<file path="config.mk">
export PLATFORM = sky130hd
export DESIGN_NAME = drive_cmd_qualifier
export DESIGN_NICKNAME = d
export VERILOG_FILES = /design/src/rtl/drive_cmd_pkg.sv /design/src/rtl/cmd_stability_counter.sv /design/src/rtl/drive_cmd_qualifier.sv
export SDC_FILE = /design/constraint.sdc
export NUM_CORES = 1
export LEC_CHECK = 0
export ABC_AREA = 0
export BUFFER_PORTS_ARGS = -buffer_cell sky130_fd_sc_hd__buf_2
export CORE_ASPECT_RATIO = 0.7
export CORE_MARGIN = 2
export CORE_UTILIZATION = 25
export CTS_BUF_LIST = sky130_fd_sc_hd__clkbuf_4
export CTS_CLUSTER_DIAMETER = 50
export DETAILED_ROUTE_END_ITERATION = 10
export HOLD_SLACK_MARGIN = 0.02
export PLACE_DENSITY_LB_ADDON = 0.2
export RECOVER_POWER = 100
export SYNTH_ARGS = -nofsm -noshare
export SYNTH_HDL_FRONTEND = slang
export SYNTH_HIERARCHICAL = 1
export SYNTH_SLANG_ARGS = --single-unit
</file>
<file path="constraint.sdc">
create_clock -name clk -period 6.7 [get_ports clk]
set_clock_uncertainty 0.05 [all_clocks]
set_input_delay 1.005 -clock clk [delete_from_list [all_inputs] [get_ports clk]]
set_output_delay 1.005 -clock clk [all_outputs]
set_load 0.005 [all_outputs]
</file>
<file path="src/rtl/drive_cmd_pkg.sv">
//------------------------------------------------------------------------------
// Module  : drive_cmd_pkg
// Purpose : Drive command width, type and codes shared by the drive path.
// Revision: 1.0 - initial release
//------------------------------------------------------------------------------
`default_nettype none

package drive_cmd_pkg;

    localparam int CMD_W = 3;

    typedef logic [CMD_W-1:0] drive_cmd_t;

    localparam drive_cmd_t STOP_CMD    = 3'd0;
    localparam drive_cmd_t FWD_CMD     = 3'd1;
    localparam drive_cmd_t REV_CMD     = 3'd2;
    localparam drive_cmd_t LEFT_CMD    = 3'd3;
    localparam drive_cmd_t RIGHT_CMD   = 3'd4;
    localparam drive_cmd_t SPIN_L_CMD  = 3'd5;
    localparam drive_cmd_t SPIN_R_CMD  = 3'd6;
    localparam drive_cmd_t BRAKE_CMD   = 3'd7;

endpackage

`default_nettype wire

</file>
<file path="src/rtl/cmd_stability_counter.sv">
//------------------------------------------------------------------------------
// Module  : cmd_stability_counter
// Purpose : Tracks the candidate command and its run of matching samples,
//           pulsing o_commit when it qualifies or when STOP bypasses the wait.
// Revision: 1.0 - initial release
//------------------------------------------------------------------------------
`default_nettype none

module cmd_stability_counter
    import drive_cmd_pkg::*;
#(
    parameter int               CMD_W         = drive_cmd_pkg::CMD_W,
    parameter logic [CMD_W-1:0] STOP_CMD      = drive_cmd_pkg::STOP_CMD,
    parameter int               STABLE_CYCLES = 500_000
) (
    input  logic             clk,
    input  logic             reset_n,
    input  logic             i_sample,
    input  logic [CMD_W-1:0] i_sample_cmd,
    input  logic [CMD_W-1:0] i_committed,
    input  logic             i_force_stop,
    output logic             o_commit,
    output logic [CMD_W-1:0] o_commit_cmd
);

    localparam int                 c_CNT_W   = $clog2(STABLE_CYCLES + 1);
    localparam logic [c_CNT_W-1:0] c_CNT_MAX = c_CNT_W'(STABLE_CYCLES);
    localparam logic [c_CNT_W-1:0] c_CNT_ONE = c_CNT_W'(1);

    logic [CMD_W-1:0]   r_candidate;
    logic [c_CNT_W-1:0] r_stab_cnt;
    logic [CMD_W-1:0]   w_cand_nxt;
    logic [c_CNT_W-1:0] w_cnt_nxt;
    logic               w_bypass;
    logic               w_qualified;

    always_comb begin
        w_cand_nxt = r_candidate;
        w_cnt_nxt  = r_stab_cnt;
        if (i_sample) begin
            if (i_sample_cmd != r_candidate) begin
                w_cand_nxt = i_sample_cmd;
                w_cnt_nxt  = c_CNT_ONE;
            end else if (r_stab_cnt != c_CNT_MAX) begin
                w_cnt_nxt = r_stab_cnt + c_CNT_ONE;
            end
        end
    end

    // STOP never waits for qualification once something else is committed.
    assign w_bypass    = i_sample && (i_sample_cmd == STOP_CMD) && (i_committed != STOP_CMD);
    assign w_qualified = i_sample && (w_cnt_nxt == c_CNT_MAX) && (w_cand_nxt != i_committed);

    assign o_commit     = w_bypass || w_qualified;
    assign o_commit_cmd = w_cand_nxt;

    always_ff @(posedge clk or negedge reset_n) begin
        if (!reset_n) begin
            r_candidate <= STOP_CMD;
            r_stab_cnt  <= '0;
        end else if (i_force_stop) begin
            r_candidate <= STOP_CMD;
            r_stab_cnt  <= '0;
        end else begin
            r_candidate <= w_cand_nxt;
            r_stab_cnt  <= w_cnt_nxt;
        end
    end

endmodule

`default_nettype wire

</file>
<file path="src/rtl/drive_cmd_qualifier.sv">
//------------------------------------------------------------------------------
// Module  : drive_cmd_qualifier
// Purpose : Debounces drive commands, offers them on valid/ready, re-issues
//           the held command as a keep-alive and forces STOP on silence.
// Revision: 1.0 - initial release
//------------------------------------------------------------------------------
`default_nettype none

module drive_cmd_qualifier
    import drive_cmd_pkg::*;
#(
    parameter int               CMD_W          = drive_cmd_pkg::CMD_W,
    parameter logic [CMD_W-1:0] STOP_CMD       = drive_cmd_pkg::STOP_CMD,
    parameter int               STABLE_CYCLES  = 500_000,
    parameter int               REPEAT_CYCLES  = 25_000_000,
    parameter int               TIMEOUT_CYCLES = 50_000_000
) (
    input  logic             clk,
    input  logic             reset_n,
    input  logic [CMD_W-1:0] cmd_in,
    input  logic             cmd_valid,
    output logic [CMD_W-1:0] cmd_out,
    output logic             cmd_out_valid,
    input  logic             cmd_out_ready,
    output logic [CMD_W-1:0] committed_cmd,
    output logic             timeout
);

    localparam int                 c_REP_W    = $clog2(REPEAT_CYCLES + 1);
    localparam logic [c_REP_W-1:0] c_REP_LAST = c_REP_W'(REPEAT_CYCLES - 1);
    localparam logic [c_REP_W-1:0] c_REP_ONE  = c_REP_W'(1);
    localparam int                 c_WD_W     = $clog2(TIMEOUT_CYCLES + 1);
    localparam logic [c_WD_W-1:0]  c_WD_LAST  = c_WD_W'(TIMEOUT_CYCLES - 1);
    localparam logic [c_WD_W-1:0]  c_WD_MAX   = c_WD_W'(TIMEOUT_CYCLES);
    localparam logic [c_WD_W-1:0]  c_WD_ONE   = c_WD_W'(1);

    localparam logic [0:0] c_S_IDLE  = 1'b0;
    localparam logic [0:0] c_S_OFFER = 1'b1;

    logic [0:0]         r_state;
    logic [0:0]         w_state_nxt;
    logic [CMD_W-1:0]   r_cmd_out;
    logic [CMD_W-1:0]   r_committed;
    logic [c_REP_W-1:0] r_rep_cnt;
    logic [c_WD_W-1:0]  r_wd_cnt;
    logic               r_timeout;
    logic               r_boot;

    logic               w_commit;
    logic [CMD_W-1:0]   w_commit_cmd;
    logic               w_xfer;
    logic               w_expire;
    logic               w_repeat;
    logic               w_load;
    logic [CMD_W-1:0]   w_load_cmd;

    cmd_stability_counter #(
        .CMD_W         (CMD_W),
        .STOP_CMD      (STOP_CMD),
        .STABLE_CYCLES (STABLE_CYCLES)
    ) u_stab (
        .clk          (clk),
        .reset_n      (reset_n),
        .i_sample     (cmd_valid),
        .i_sample_cmd (cmd_in),
        .i_committed  (r_committed),
        .i_force_stop (w_expire),
        .o_commit     (w_commit),
        .o_commit_cmd (w_commit_cmd)
    );

    assign w_xfer   = (r_state == c_S_OFFER) && cmd_out_ready;
    assign w_expire = !cmd_valid && (r_wd_cnt == c_WD_LAST);
    assign w_repeat = (r_state == c_S_IDLE) && (r_rep_cnt == c_REP_LAST);

    // r_boot forces the one-shot STOP offer right after reset release.
    assign w_load     = w_commit || w_expire || w_repeat || r_boot;
    assign w_load_cmd = w_commit ? w_commit_cmd : (w_expire ? STOP_CMD : r_committed);

    always_comb begin
        w_state_nxt = r_state;
        case (r_state)
            c_S_IDLE:  if (w_load) w_state_nxt = c_S_OFFER;
            c_S_OFFER: if (w_xfer && !w_load) w_state_nxt = c_S_IDLE;
            default:   w_state_nxt = c_S_IDLE;
        endcase
    end

    always_ff @(posedge clk or negedge reset_n) begin
        if (!reset_n) begin
            r_state     <= c_S_IDLE;
            r_cmd_out   <= STOP_CMD;
            r_committed <= STOP_CMD;
            r_rep_cnt   <= '0;
            r_wd_cnt    <= '0;
            r_timeout   <= 1'b0;
            r_boot      <= 1'b1;
        end else begin
            r_boot  <= 1'b0;
            r_state <= w_state_nxt;
            if (w_load) begin
                r_cmd_out <= w_load_cmd;
            end

            if (w_commit) begin
                r_committed <= w_commit_cmd;
            end else if (w_expire) begin
                r_committed <= STOP_CMD;
            end

            if (w_load || w_xfer) begin
                r_rep_cnt <= '0;
            end else if ((r_state == c_S_IDLE) && (r_rep_cnt != c_REP_LAST)) begin
                r_rep_cnt <= r_rep_cnt + c_REP_ONE;
            end

            if (cmd_valid) begin
                r_wd_cnt <= '0;
            end else if (r_wd_cnt != c_WD_MAX) begin
                r_wd_cnt <= r_wd_cnt + c_WD_ONE;
            end

            if (cmd_valid) begin
                r_timeout <= 1'b0;
            end else if (w_expire) begin
                r_timeout <= 1'b1;
            end
        end
    end

    assign cmd_out       = r_cmd_out;
    assign cmd_out_valid = (r_state == c_S_OFFER);
    assign committed_cmd = r_committed;
    assign timeout       = r_timeout;

endmodule

`default_nettype wire

</file>
# ---- After elaboration in Yosys (flattened, before gate mapping)
# Cells that the tools add are included.
dict set report op_classes {
  add_sub_neg 3
  mul 0
  div_mod_pow 0
  magnitude_cmp 0
  n_eq_ne 8
  n_shift 0
  muxes 18
  bitwise 1
  reduce_logical 21
}
# operator n
set op_table {}
lappend op_table {{19-bit 2-to-1 mux} 4}
lappend op_table {{26-bit 2-to-1 mux} 2}
lappend op_table {{25-bit 2-to-1 mux} 2}
lappend op_table {{26-bit by 1-bit adder with 26-bit output (second input constant)} 1}
lappend op_table {{26-bit equality test (second input constant)} 1}
lappend op_table {{26-bit != test (second input constant)} 1}
lappend op_table {{25-bit by 1-bit adder with 25-bit output (second input constant)} 1}
lappend op_table {{25-bit equality test (second input constant)} 1}
lappend op_table {{25-bit != test (second input constant)} 1}
lappend op_table {{19-bit by 1-bit adder with 19-bit output (second input constant)} 1}
lappend op_table {{19-bit equality test (second input constant)} 1}
lappend op_table {{19-bit != test (second input constant)} 1}
lappend op_table {{3-bit 2-to-1 mux} 5}
lappend op_table {{1-bit logical AND} 9}
lappend op_table {{3-bit != test} 2}
lappend op_table {{2-bit nonzero test} 3}
lappend op_table {{1-bit logical OR} 5}
lappend op_table {{1-bit 2-to-1 mux} 4}
lappend op_table {{3-bit logical NOT} 1}
lappend op_table {{3-bit nonzero test} 1}
lappend op_table {{1-bit logical NOT} 2}
lappend op_table {{1-bit case mux with 2 select lines} 1}
lappend op_table {{1-bit NOT} 1}
dict set report word_totals {
  ff_bits 82
  latchBits 0
  mem_bits_rw 0
  rom_bits 0
  inputBits 7
  n_memories 0
}

# ---- Depth between registers and ports, before layout
# Gate-level depths: netlist (run 1).
dict set report depth {
  word_depth 15
  ltp_mapped 13
  depth_no_buf 11
}

# ---- Cells and area by module
# Netlist (run 1), hierarchy kept.
# mod instances cells_each area_each_um2 seq_area_each_um2
set by_module_without_submodules {}
lappend by_module_without_submodules {drive_cmd_qualifier 1 319 3134.3 1502.7}
lappend by_module_without_submodules {cmd_stability_counter 1 182 1551.5 550.5}

# ---- Worst setup path before layout (run 1)
# No wires, ideal clock.
dict set report synth_path {
  kind {input -> register}
  startpoint {input port cmd_valid}
  endpoint {register r_rep_cnt[13]}
  setup_ns 0.077
  t_arrival_ns 3.149
  required_time_ns 6.573
  setup_slack_ns 3.424
  stages 11
  n_path_buf 2
  path_cell_list {buf_2 > nand3_1 > nor4_1 > or3_1 > a22oi_1 > o2111ai_1 > o21ai_1 > or2_2 > a2111o_2 > buf_6 > a21oi_1}
}
dict set report synth_between {
  elab_chain_len 10
  elab_cells_between_ends 17
  classes_between {eq/ne: 2; mux: 3; reduce/logical: 12}
}
# element line_no
set synth_rtl {}
lappend synth_rtl {{start, declared} drive_cmd_qualifier.sv:21} ;# input logic cmd_valid,
lappend synth_rtl {{19-bit 2-to-1 mux} cmd_stability_counter.sv:40} ;# if (i_sample) begin
lappend synth_rtl {{19-bit equality test} cmd_stability_counter.sv:52} ;# assign w_qualified = i_sample && (w_cnt_nxt == c_CNT_MAX) && (w_cand_nxt != i_committed);
lappend synth_rtl {{1-bit logical AND (2 in series)} cmd_stability_counter.sv:52}
lappend synth_rtl {{1-bit logical OR *} cmd_stability_counter.sv:54} ;# assign o_commit = w_bypass || w_qualified;
lappend synth_rtl {{named net w_commit} drive_cmd_qualifier.sv:49} ;# logic w_commit;
lappend synth_rtl {{1-bit logical OR * (3 in series)} drive_cmd_qualifier.sv:77} ;# assign w_load = w_commit || w_expire || w_repeat || r_boot;
lappend synth_rtl {{1-bit logical OR *} drive_cmd_qualifier.sv:111} ;# if (w_load || w_xfer) begin
lappend synth_rtl {{25-bit 2-to-1 mux or 2-bit nonzero test (tied branches)} n/a}
lappend synth_rtl {{end signal, assigned} drive_cmd_qualifier.sv:114} ;# r_rep_cnt <= r_rep_cnt + c_REP_ONE;
lappend synth_rtl {{end, declared} drive_cmd_qualifier.sv:44} ;# logic [c_REP_W-1:0] r_rep_cnt;
# The timed path passes the listed nets; every way through them passes the cells marked *.
# A chain may end at the register's enable or synchronous reset.

# ---- Worst setup path in the final report (run 1)
dict set report layout_path {
  startpoint {input port cmd_valid}
  endpoint {register u_stab.r_stab_cnt[9]}
}
dict set report layout_between {
  elab_chain_len 3
  elab_cells_between_ends 4
  classes_between {mux: 2; reduce/logical: 2}
}
# element line_no
set layout_rtl {}
lappend layout_rtl {{1-bit logical NOT} drive_cmd_qualifier.sv:73} ;# assign w_expire = !cmd_valid && (r_wd_cnt == c_WD_LAST);
lappend layout_rtl {{1-bit logical AND} drive_cmd_qualifier.sv:73}
lappend layout_rtl {{named net w_expire} drive_cmd_qualifier.sv:52} ;# logic w_expire;
lappend layout_rtl {{19-bit 2-to-1 mux} cmd_stability_counter.sv:61} ;# end else if (i_force_stop) begin
lappend layout_rtl {{end signal, assigned} cmd_stability_counter.sv:66} ;# r_stab_cnt <= w_cnt_nxt;
lappend layout_rtl {{end, declared} cmd_stability_counter.sv:31} ;# logic [c_CNT_W-1:0] r_stab_cnt;
# The timed path passes the listed nets, and every way through them passes these cells.

==> results of run 1 <==
==> power by group <==
group          total (W)  internal, W  switching (W)
combinational  0.0000744    0.0000239      0.0000505
clock           0.000335     0.000159       0.000176
sequential      0.000516     0.000503      0.0000126
total           0.000925     0.000686       0.000239
==> worst max path at each step <==
stage / endpoint / start / slack (ns) / cells after the start
CTS: r_rep_cnt[10]$_DFFE_PN0P_ / cmd_valid / 2.62 / 10
finish: u_stab/r_stab_cnt[9]$_DFF_PN0_ / cmd_valid / 1.61 / 5
detailed placement: r_rep_cnt[10]$_DFFE_PN0P_ / cmd_valid / 2.15 / 10
global placement: r_rep_cnt[10]$_DFFE_PN0P_ / cmd_valid / 2.32 / 10
floorplan: r_rep_cnt[13]$_DFFE_PN0P_ / cmd_valid / 3.42 / 11
global route: r_wd_cnt[20]$_DFFE_PN0P_ / reset_n / 1.19 / 2
==> cells in the mapped netlist, types with 2 or more instances <==
master	count	area, um2
a211oi_1	2	15.0
a21oi_1	13	65.1
and2_1	2	12.5
and3_1	8	50.1
and4_1	3	26.3
and4_2	2	20.0
buf_2	7	35.0
buf_6	3	33.8
clkbuf_1	8	30.0
dfrtp_1	81	2030
ha_1	5	62.6
inv_1	15	56.3
mux2_2	4	45.0
mux2i_1	5	50.1
nand2_1	30	113
nand2b_1	5	31.3
nand3_1	30	150
nand3b_1	3	22.5
nand4_1	21	131
nor2_1	78	293
nor2b_1	7	43.8
nor3_1	10	50.1
nor3_2	2	20.0
nor3b_1	3	22.5
nor4_1	17	106
nor4b_1	4	35.0
nor4bb_1	2	20.0
o2111ai_1	2	17.5
o211ai_1	3	22.5
o21ai_0	11	55.1
o21ai_1	4	20.0
or2_2	2	12.5
or3_1	10	62.6
or4_1	3	22.5
or4_4	2	22.5
xnor2_1	28	245
xor2_1	35	307
==> cells by family (layout without fill, tap and decap cells) <==
logic type	Yosys count	in the layout	synth area share, %
AND/OR/NAND/NOR	260	260	30.7
AO/OA/AOI/OAI	45	45	6.25
XOR/XNOR	63	63	11.8
multiplexers	10	10	2.35
adder cells (fa/ha/maj)	5	5	1.34
flip-flops	82	82	43.8
buffers and inverters	35	48	3.68
other	1	1	0.0800
==> worst max-delay path, delay by kind of cell <==
family                 cells  cell delay (ns)
AND/OR/NAND/NOR            4             3.88
buffers and inverters      1             0.37
==> cells in the final DEF, fill, tap and decap left out, types with 3 or more instances in the layout <==
master,Yosys,routed
clkbuf_4,0,11
nor2b_1,7,7
xor2_1,35,35
inv_1,15,15
nor3_1,10,11
dfrtp_1,81,81
nor4_1,17,18
mux2_2,4,4
clkbuf_1,8,10
nand4_1,21,21
o211ai_1,3,3
nand3b_1,3,3
nand3_1,30,30
xnor2_1,28,28
mux2i_1,5,5
or3_1,10,10
nor4b_1,4,4
a21oi_1,13,13
o21ai_0,11,14
and3_1,8,9
or4_1,3,3
and4_1,3,4
nand2_1,30,30
nand2b_1,5,5
ha_1,5,5
buf_2,7,5
nor3b_1,3,3
nor2_1,78,78
==> sequential cells by signal, summed over array words and instances (netlist names), 3 cells and up <==
signal / flops
u_stab/r_candidate: 3
committed_cmd: 3
r_rep_cnt: 25
u_stab/r_stab_cnt: 19
cmd_out: 3
r_wd_cnt: 26
==> per-layer routing <==
metal  GRT usage, %  share of wire, %  up-vias
met5              0                 0        -
met4           2.77              0.95        0
met3           2.75               2.9        9
met2           16.5                41       33
met1           17.7                56     1755
li1               -                 -     1777
==> through the flow <==
| stage | hold slack, ns | cells | instance area (um2) | worst slack, ns |
|---|---|---|---|---|
| 6_report | 0.468 | 750 | 5070 | 1.61 |
| 5_1_grt | 0.484 | 750 | 5070 | 1.19 |
| 2_1_floorplan | 0.435 | 501 | 4690 | 3.42 |
| 4_1_cts | 0.322 | 750 | 5120 | 2.62 |
| 3_5_place_dp | 0.441 | 734 | 4960 | 2.15 |
| 3_3_place_gp | 0.432 | 734 | 4960 | 2.32 |
==> final cells by class <==
cell class	count	area (um2)
Multi-Input combinational cell	384	2430
Clock inverter	5	80.1
Tap cell	236	295
Timing Repair Buffer	16	70.1
Sequential cell	82	2050
Fill cell	1937	13100
Inverter	16	60.1
Clock buffer	11	82.6
==> run summary, run 1 <==
The number of top-level design ports came out at 15. The clock latency at the later pin of the worst-skew pair came out at 0.44 ns. After the first detailed-routing iteration, the DRC count stood at 156.

The count of final setup violators is 0. The area of the core is 18,200 um2. The initial core utilization came out at between 20% and 30%. The terminating pin of the worst hold path is timeout$_DFFE_PN0P_. The total power of the final layout is 0.000925 W. The worst setup slack for register-to-register paths came out at ~1.9 ns. The beginning of the worst register-to-register path is r_wd_cnt[0]$_DFFE_PN0P_. The die is about 170 um wide. The power density over cell area came out at 182 nW/um2. The per-instance average area after synthesis is between 9 and 10 um2. The ratio of cells with drive above 1 in the final layout came out at roughly 8.9%. For this block, the routed nets add up to approximately 11,000 um of wire. The final sum of negative setup slack came out at 0 ns.

The yosys synthesis warning count came out at 6. The proportion of register bits with asynchronous set or reset after synthesis is 100%. In the synthesized netlist the dominant register cell turns out to be dfrtp_1. The biggest fanout along the worst timing path came out at 47. Max-cap violations in this run came to 2. The maximum number of pins on one net before global-route repair came out at 66. The data required time at the worst endpoint is 6.92 ns. Measured on the finished design, the core utilization comes to around 28%.

The global-route wire length before repair came out at about 19,000 um. The analysis attributes to cell leakage a power of 1.98 nW. The half-perimeter wire length after detailed placement is between 7000 and 8000 um. The checks that failed: max-capacitance violations, max-slew violations. The die boundary height is ~120 um. The slowest library cell on the worst path is nor4_1. The mapped cell area came out at 4690 um2. The run finished, with violations left.

The timing-limited maximum frequency came out at 197 MHz. The number of clock buffers added by TritonCTS is 9. Synthesis produced a netlist with a net count of approximately 500. Setup repair after global routing left no endpoint under its margin. The post-detailed-route count of antenna-violating nets is 0. The residual overflow from global routing came out at 0. The worst reg2reg path depth is 6. The number of buffers added for setup after CTS came out at 0. The worst setup path is captured at a flip-flop.

Relative to the synthesized area, the layout overhead comes to 8.30%. The final RePlAce weighted congestion is 0.815. The post-cts gate resize count came out at 0. Synthesis produced a netlist whose cell count is approximately 500. The longest individual stage delay on the worst path is roughly 2.1 ns.

The number of slew-limit violations in the final report came out at approximately 80. The final critical-path required period is slightly above 5 ns. The tree is rooted in a clkbuf_4. The per-cell via count in the routed design came out at between 4 and 5. After synthesis, the netlist uses slightly below 70 different library cells. The clock net in this run drives a total of 82 sinks. At the worst endpoint, the arrival time is about 5.3 ns. The total DRC errors in the routed layout is 0. The final hold violation count is 0. The worst setup path is launched from a primary input. The floorplan step defined a die boundary enclosing just under 20,000 um2. The startpoint identified for the worst hold timing path is timeout$_DFFE_PN0P_. In this run, synthesis inferred 0 flip-flops with an integrated enable. The worst max-slew margin expressed relative to the limit came out at -132%. The worst path uses roughly 76% of the clock period.

The quantity of hold-fixing buffers added after cts is 0. The longest clock path from root to sink contains 2 buffers. The total vias in the final route is 3,574. The critical path is of the primary input to flip-flop type.

The aggregate global-route resource usage is a little under an eighth. The initial antenna violation count is 0. TritonCTS built the clock tree. The slew at the pin with the worst max-slew slack is between 3 and 4 ns. Synthesis inferred a little over 80 register bits. The sequential element share of the synthesized area came out at 43.8%. Across the VDD grid, the largest voltage drop is ~0.000075 V.

The number of placement rows is 41. The clock transition at the registers of the reported paths came out at between 0.1 and 0.15 ns. The number of global-route vias before repair is ~3,400. The first TritonRoute pass finished after 4 iterations. Dividing the detail-routed wire length by the instance count gives around 15 um. The total number of nets in the final design is between 500 and 600. The clock tree synthesis step divided the H-tree into 3 levels. The number of buffers inserted by port buffering came out at 14. The worst flop-to-flop path endpoint is u_stab/r_stab_cnt[9]$_DFF_PN0_.

The number of diodes added for antenna fixing is 0. The count of cells along the worst hold path is 1. Traced cell by cell, the critical path runs through buf_2 > or4_2 > nor4_1 > or2_0 > nor2_1. The class of the tightest hold or removal check is flip-flop to flip-flop.
Note: power is estimated with default switching activity, not from simulation.
==> run 2: changes to the inputs <==
clock period = 5 ns   (was 6.7 ns; I/O delays follow)
==> run summary, run 2 (synthesized netlist as in run 1, its figures left out) <==
The internal power of the cells was 0.000955 W (+39%). The clock sink count came out at 82 (unchanged). The number of placement rows came to 41 (unchanged). The total DRC errors in the routed layout came out at 0 (unchanged).

The data required time at the worst endpoint came out at 5.27 ns (-1.65 ns). r_wd_cnt holds more flip-flops than any other register. The clock group share of total power came out at 37.8% (+1.6 points). The placement-stage worst setup slack is 1.13 ns (-1.03 ns).

By startpoint and endpoint, the worst setup path is classified as primary input to flip-flop. The area overhead of the layout relative to synthesis is 8.65%. The initial core utilization came to 25.7% (unchanged). The root cell of the clock tree is clkbuf_4. Leaving out fill and tap cells, the most frequent cell in the layout is dfrtp_1. The TritonCTS clock tree is done. The cell total after placement is 735 (+0.14%). The area of the core is 18,200 um2 (unchanged).

The number of top-level design ports is 15 (unchanged). The number of diodes added for antenna fixing is 0 (unchanged). The fraction of the cycle the final worst path needs came out at a little over four fifths. STA classifies the critical path startpoint as a primary input. The total placed instance area is 4960 um2 (+0.15%). The clock latency at the later pin of the worst-skew pair is 0.43 ns (about the same).

The final sum of negative setup slack is 0 ns (unchanged). The routed wire length is 11,000 um (+0.99%). The final hold violation count is 0 (unchanged).

The die boundary height came out at 119 um (unchanged). The aggregate global-route resource usage came out at 11.8% (+0.14 points). The flow ran to the end, but the final reports show violations.

The initial antenna violation count came out at 0 (unchanged). The post-detailed-route count of antenna-violating nets came out at 0 (unchanged). The peak supply drop is 0.0000912 V (+22%). The final RePlAce weighted congestion came to 0.797 (-2.2%).

The maximum number of pins on one net before global-route repair came to 63 (-4.5%). The number of buffers inserted by port buffering is 14 (unchanged). The per-cell via count in the routed design came to 4.79 (+0.53%). The count of final setup violators is 0 (unchanged).

The number of buffers added for setup after CTS is 0 (unchanged). The clock transition at the registers of the reported paths came out at 0.14 ns (about the same). The worst setup slack for register-to-register paths came out at 1.03 ns (-0.91 ns).

The share of power burned in combinational logic is 8.0% (about the same). The total vias in the final route came out at 3,593 (+0.53%). The x dimension of the die came to 168 um (unchanged). In this run the critical register-to-register path is captured at cmd_out[2]$_DFFE_PN0P_. STA classifies the critical path endpoint as a flip-flop. The largest registers in the layout are r_wd_cnt x26, r_rep_cnt x25, u_stab/r_stab_cnt x19. The post-cts gate resize count was 0 (unchanged). The number of global-route vias before repair came out at 3,564 (+3.5%). The net switching power came to 0.000321 W (+34%). In the layout the commonest cells are 81 x dfrtp_1, 78 x nor2_1, 35 x xor2_1. The worst max-slew margin expressed relative to the limit came out at -3.74% (+130 points). The global-route wire length before repair came out at 18,900 um (+0.99%). The TritonCTS buffer count came to 9 (unchanged). The number of flip-flops in the largest register came out at 26 (unchanged). The ratio of cells with drive above 1 in the final layout was 8.75% (-0.19 points). The count of max-cap constraint violations is 1 (-1). The share of total power consumed by net switching came to 25.1% (-0.66 points). Subtracting the final worst setup slack from the clock period gives 4.17 ns. The quantity of hold-fixing buffers added after cts came out at 0 (unchanged). The layout filler cell count is 1,894 (-2.2%). The checks that failed: max-capacitance violations, max-slew violations. The final non-filler cell total is 750 (unchanged). The share of total power in sequential cells is 54.2% (-1.6 points). The first-pass iteration count of the detailed router was 4 (unchanged).

The slew at the pin with the worst max-slew slack is 1.56 ns (-1.93 ns). The final design utilization is 28.0% (+0.089 points). The worst reg2reg path depth is 9 (+3).

The number of slew-limit violations in the final report came out at 63 (-22%). The floorplan die area came out at 19,900 um2 (unchanged). The count of cells along the worst hold path came out at 1 (unchanged). The power density over cell area is 251 nW/um2 (+38%). In this run the most critical hold path is launched from timeout$_DFFE_PN0P_. The timing-limited maximum frequency came out at between 200 and 250 MHz. The routed length per placed instance is 14.7 um (+0.99%). The worst path arrival time is 4.44 ns (-0.87 ns). The biggest fanout along the worst timing path is 23 (-51%).

The maximum root-to-sink buffer count is 2 (unchanged). The final setup slack of the worst path is 0.828 ns (-0.783 ns). The terminating pin of the worst hold path is timeout$_DFFE_PN0P_. The reported leakage power is 1.98 nW (+0.36%).

Setup repair after global routing left no endpoint under its margin. The number of DRC violations after detailed-routing iteration 0 came out at 224 (+44%). The tightest min-delay check is of the flip-flop to flip-flop type. The total number of nets in the final design is 522 (+0.19%). The residual overflow from global routing is 0 (unchanged).

The half-perimeter wire length after detailed placement is 7790 um (+1.2%). The startpoint identified for the worst register-to-register timing path is u_stab/r_stab_cnt[2]$_DFF_PN0_. The area of all placed cells without fillers is 5090 um2 (+0.32%). The number of H-tree levels came to 3 (unchanged).
## run 2: cell count changes in the layout (fill, tap and decap cells not counted)
cell and change:
clkbuf_1 +1, or4_2 -1, clkbuf_4 -2, clkinvlp_4 -1
a2111o_2 +1, and3_1 -1, or4_1 +1, bufinv_16 +1
buf_2 -1, clkbuf_2 +1, and3_2 +1, a2111o_1 -1
clkinv_1 +1
## run 2: how the worst max path moves through the flow
| stage | cells past startpoint | from | slack (ns) | endpoint |
|---|---|---|---|---|
| 4_1_cts | 9 | u_stab/r_stab_cnt[2]$_DFF_PN0_ | 1.18 | r_rep_cnt[10]$_DFFE_PN0P_ |
| 3_3_place_gp | 11 | cmd_valid | 1.21 | r_rep_cnt[10]$_DFFE_PN0P_ |
| 6_report | 10 | cmd_valid | 0.83 | cmd_out[2]$_DFFE_PN0P_ |
| 3_5_place_dp | 10 | cmd_valid | 1.13 | r_rep_cnt[10]$_DFFE_PN0P_ |
| 2_1_floorplan | 13 | u_stab/r_stab_cnt[0]$_DFF_PN0_ | 1.86 | r_rep_cnt[13]$_DFFE_PN0P_ |
| 5_1_grt | 10 | cmd_valid | 0.47 | cmd_out[1]$_DFFE_PN0P_ |
## run 2: critical path: stages
cell	delay (ns)
clkbuf_1	0.88
nand3_1	0.37
nor4_1	0.54
or3_1	0.19
a22oi_1	0.06
o2111ai_1	0.12
o21ai_0	0.25
or2_2	0.38
nor3_1	0.50
mux2_2	0.40
## run 2: per-layer routing
| layer | GRT usage (%) | share of wire (%) | vias up |
|---|---|---|---|
| met2 | 16.6 | 41 | 37 |
| met1 | 18.1 | 56 | 1781 |
| met5 | 0 | 0 | - |
| met3 | 2.91 | 3.3 | 2 |
| li1 | - | - | 1773 |
| met4 | 2.23 | 0.34 | 0 |
## run 2: cell type report
| class | instances | area (um2) | share of cell area, % |
|---|---|---|---|
| multi-input combinational | 384 | 2430 | 47.8 |
| sequential | 82 | 2050 | 40.3 |
| tap | 236 | 295 | 5.80 |
| clock inverter | 6 | 106 | 2.09 |
| timing repair buffer | 17 | 73.8 | 1.45 |
| clock buffer | 9 | 67.6 | 1.33 |
| inverter | 16 | 60.1 | 1.18 |
## run 2: power by group through the flow
stage,clock network (W),logic [W],registers [W]
after floorplan,0,0.0000741,0.000696
after global placement,0,0.000104,0.000704
after detailed placement,0,0.000105,0.000704
after CTS,0.000507,0.000105,0.000692
after global routing,0.000535,0.000117,0.000694
final,0.000483,0.000102,0.000691
## run 2: through the flow
stage / power [W] / hold slack [ns]
2_1_floorplan: 0.000770 / 0.404
3_3_place_gp: 0.000808 / 0.422
3_5_place_dp: 0.000809 / 0.421
4_1_cts: 0.00130 / 0.117
5_1_grt: 0.00135 / 0.460
6_report: 0.00128 / 0.453
==> run 3: changes to the inputs <==
clock period = 3.6 ns   (was 5 ns; I/O delays follow)
==> run summary, run 3 (synthesized netlist as in run 1, its figures left out) <==
The combined area of the multi-input logic cells came out at 2460 um2 (+1.1%). Setup repair after global routing left no endpoint under its margin. The area overhead of the layout relative to synthesis is 10.4%.

The launch instance of the worst min-delay path is cmd_out_ready. The layout filler cell count was 1,930 (+1.9%). The ratio of cells with drive above 1 in the final layout is 11.6% (+2.8 points). The power density over cell area came out at 327 nW/um2 (+30%). The data required time at the worst endpoint came out at 3.92 ns (-1.35 ns).

The slew at the pin with the worst max-slew slack is 1.96 ns (+0.405 ns). The number of DRC violations after detailed-routing iteration 0 came to 212 (-5.4%). The worst max-slew margin expressed relative to the limit was -30.8% (-27 points). The residual overflow from global routing is 0 (unchanged).

The startpoint class of the critical path is a flip-flop. The aggregate global-route resource usage came to 12.0% (+0.24 points). The final design utilization came out at 28.4% (+0.44 points).

The share of power burned in combinational logic is 9.4% (+1.4 points). The number of buffers inserted by port buffering is 14 (unchanged). The count of final setup violators is 0 (unchanged). In this run the critical register-to-register path is launched from u_stab/r_stab_cnt[0]$_DFF_PN0_. The launching instance or port of the critical path is u_stab/r_stab_cnt[0]$_DFF_PN0_.

The floorplan die area is 19,900 um2 (unchanged). The number of global-route vias before repair came out at 3,596 (+0.90%). The net switching power came out at 0.000478 W (+49%). The worst setup path is captured at a flip-flop.

The number of H-tree levels was 3 (unchanged). The total vias in the final route came out at 3,727 (+3.7%). The worst setup path is of the flip-flop to flip-flop kind. The cell sitting at the root of the clock tree is a clkbuf_4.

The flow ran to the end, but the final reports show violations. The per-cell via count in the routed design is 4.88 (+1.8%). The total DRC errors in the routed layout came out at 0 (unchanged). Leaving out fill and tap cells, the most frequent cells in the layout are 80 x dfrtp_1, 78 x nor2_1, 35 x xor2_1. The final non-filler cell total is 764 (+1.9%).

The number of diodes added for antenna fixing is 0 (unchanged). The half-perimeter wire length after detailed placement came out at 8040 um (+3.2%). The die boundary height came out at 119 um (unchanged). The clock group share of total power is 33.9% (-3.9 points). The reported leakage power is 2.04 nW (+3.0%). The global-route wire length before repair came out at 19,300 um (+2.1%).

The area of the core is 18,200 um2 (unchanged). The maximum root-to-sink buffer count is 2 (unchanged). The number of top-level design ports came out at 15 (unchanged).

The tightest min-delay check is of the primary input to flip-flop type. The TritonCTS buffer count came out at 9 (unchanged). The biggest fanout along the worst timing path came out at 12 (-48%). In the finished design, the share of the clock period the worst path needs comes to between 90% and 100%. The first-pass iteration count of the detailed router came out at 4 (unchanged). The number of buffers added for setup after CTS came to 0 (unchanged). The clock transition at the registers of the reported paths came to 0.14 ns (about the same). The number of slew-limit violations in the final report came out at 36 (-43%). The initial core utilization is 25.7% (unchanged). The maximum number of pins on one net before global-route repair is 41 (-35%). The worst path arrival time came out at 3.74 ns (-0.70 ns). The peak supply drop came out at 0.000151 V (+65%). The final reports fail on max-capacitance violations, max-slew violations. The internal power of the cells is 0.00121 W (+27%). The clock latency at the later pin of the worst-skew pair came out at 0.44 ns (about the same).

The timing-limited maximum frequency is approximately 290 MHz. More flip-flops sit in one register than any other, and that register is r_wd_cnt. The final hold violation count came to 0 (unchanged). The number of placement rows is 41 (unchanged). The worst path needs approximately 3.4 ns of the cycle, external delays included. The worst reg2reg path depth is 11 (+2). The clock sink count is 82 (unchanged). The number of flip-flops in the largest register is 26 (unchanged). The cell total after placement is 745 (+1.4%). Leaving out fill and tap cells, the most frequent cell in the layout is dfrtp_1. The initial antenna violation count came out at 0 (unchanged). The worst setup slack for register-to-register paths is 0.18 ns (-0.85 ns). The final sum of negative setup slack came out at 0 ns (unchanged).

The worst hold-check slack is 0.291 ns (-0.162 ns). The TritonCTS clock tree is done. The worst flop-to-flop path endpoint is r_rep_cnt[21]$_DFFE_PN0P_. The count of max-cap constraint violations is 1 (unchanged). The x dimension of the die came out at 168 um (unchanged). The final RePlAce weighted congestion came out at 0.819 (+2.8%). The largest registers in the layout are r_wd_cnt x26, r_rep_cnt x25, u_stab/r_stab_cnt x19. The routed length per placed instance is 15.3 um (+4.3%).

The area taken by flip-flops and latches is 2050 um2 (about the same). The share of total power consumed by net switching is 28.3% (+3.2 points). The most critical setup path has its endpoint at r_rep_cnt[21]$_DFFE_PN0P_. The share of total power in sequential cells is 56.6% (+2.4 points).

The total number of nets in the final design came out at 535 (+2.5%). The routed wire length was 11,700 um (+6.2%). The post-detailed-route count of antenna-violating nets was 0 (unchanged).
-- run 3: changes by cell type in the layout (fill, tap and decap cells not counted), moves of 2 or more --
cell / change
a2111o_1: +2
clkbuf_1: -2
bufinv_16: -2
buf_4: +9
buf_2: +2
-- run 3: metrics by stage --
stage | area [um2] | setup WS (ns) | power, W
2_1_floorplan | 4690 | 0.464 | 0.00107
3_3_place_gp | 5040 | 0.256 | 0.00113
3_5_place_dp | 5040 | 0.147 | 0.00113
4_1_cts | 5190 | 0.116 | 0.00172
5_1_grt | 5170 | 0.00352 | 0.00178
6_report | 5170 | 0.185 | 0.00169
-- run 3: repair_timing --
item                                    4_1_cts  5_1_grt
gates resized for setup                       0        2
hold endpoints to repair                      7        0
endpoints found under the setup margin        0       20
hold buffers                                  1        0
-- run 3: cell type report --
class / instances / area share (%)
clock buffer: 10 / 1.45
clock inverter: 6 / 1.26
inverter: 16 / 1.16
multi-input combinational: 386 / 47.6
sequential: 82 / 39.7
tap: 236 / 5.71
timing repair buffer: 28 / 3.07
-- run 3: worst min path at each step --
| stage | to | depth (start not counted) |
|---|---|---|
| floorplan | cmd_out[0]$_DFFE_PN0P_ | 0 |
| global placement | u_stab/r_stab_cnt[8]$_DFF_PN0_ | 1 |
| detailed placement | u_stab/r_stab_cnt[8]$_DFF_PN0_ | 1 |
| CTS | cmd_out_valid$_DFF_PN0_ | 2 |
| global route | cmd_out_valid$_DFF_PN0_ | 2 |
| finish | cmd_out_valid$_DFF_PN0_ | 2 |
-- run 3: power groups by stage --
stage / clock, W / sequential, W / combinational (W)
2_1_floorplan: 0 / 0.000967 / 0.000103
3_3_place_gp: 0 / 0.000972 / 0.000157
3_5_place_dp: 0 / 0.000972 / 0.000157
4_1_cts: 0.000605 / 0.000955 / 0.000160
5_1_grt: 0.000644 / 0.000959 / 0.000180
6_report: 0.000573 / 0.000956 / 0.000159
-- run 3: worst max-delay path: stages, from the launching register on --
cell      delay, ns
dfrtp_2        0.47
inv_1          0.10
ha_1           0.15
nand4_1        0.10
or4_1          0.42
o21a_1         0.30
mux2_4         0.34
o211ai_2       0.14
o21ai_1        0.11
or2_2          0.37
a2111o_1       0.61
nor2_1         0.17
-- run 3: metal layers --
metal	part of all wire [%]	wire, um	up-vias	track usage, %
met2	42	4940	46	17.3
li1	-	-	1817	-
met5	0	0	-	0
met3	3.1	367	4	2.61
met1	54	6340	1860	18.3
met4	0.41	48	0	2.61
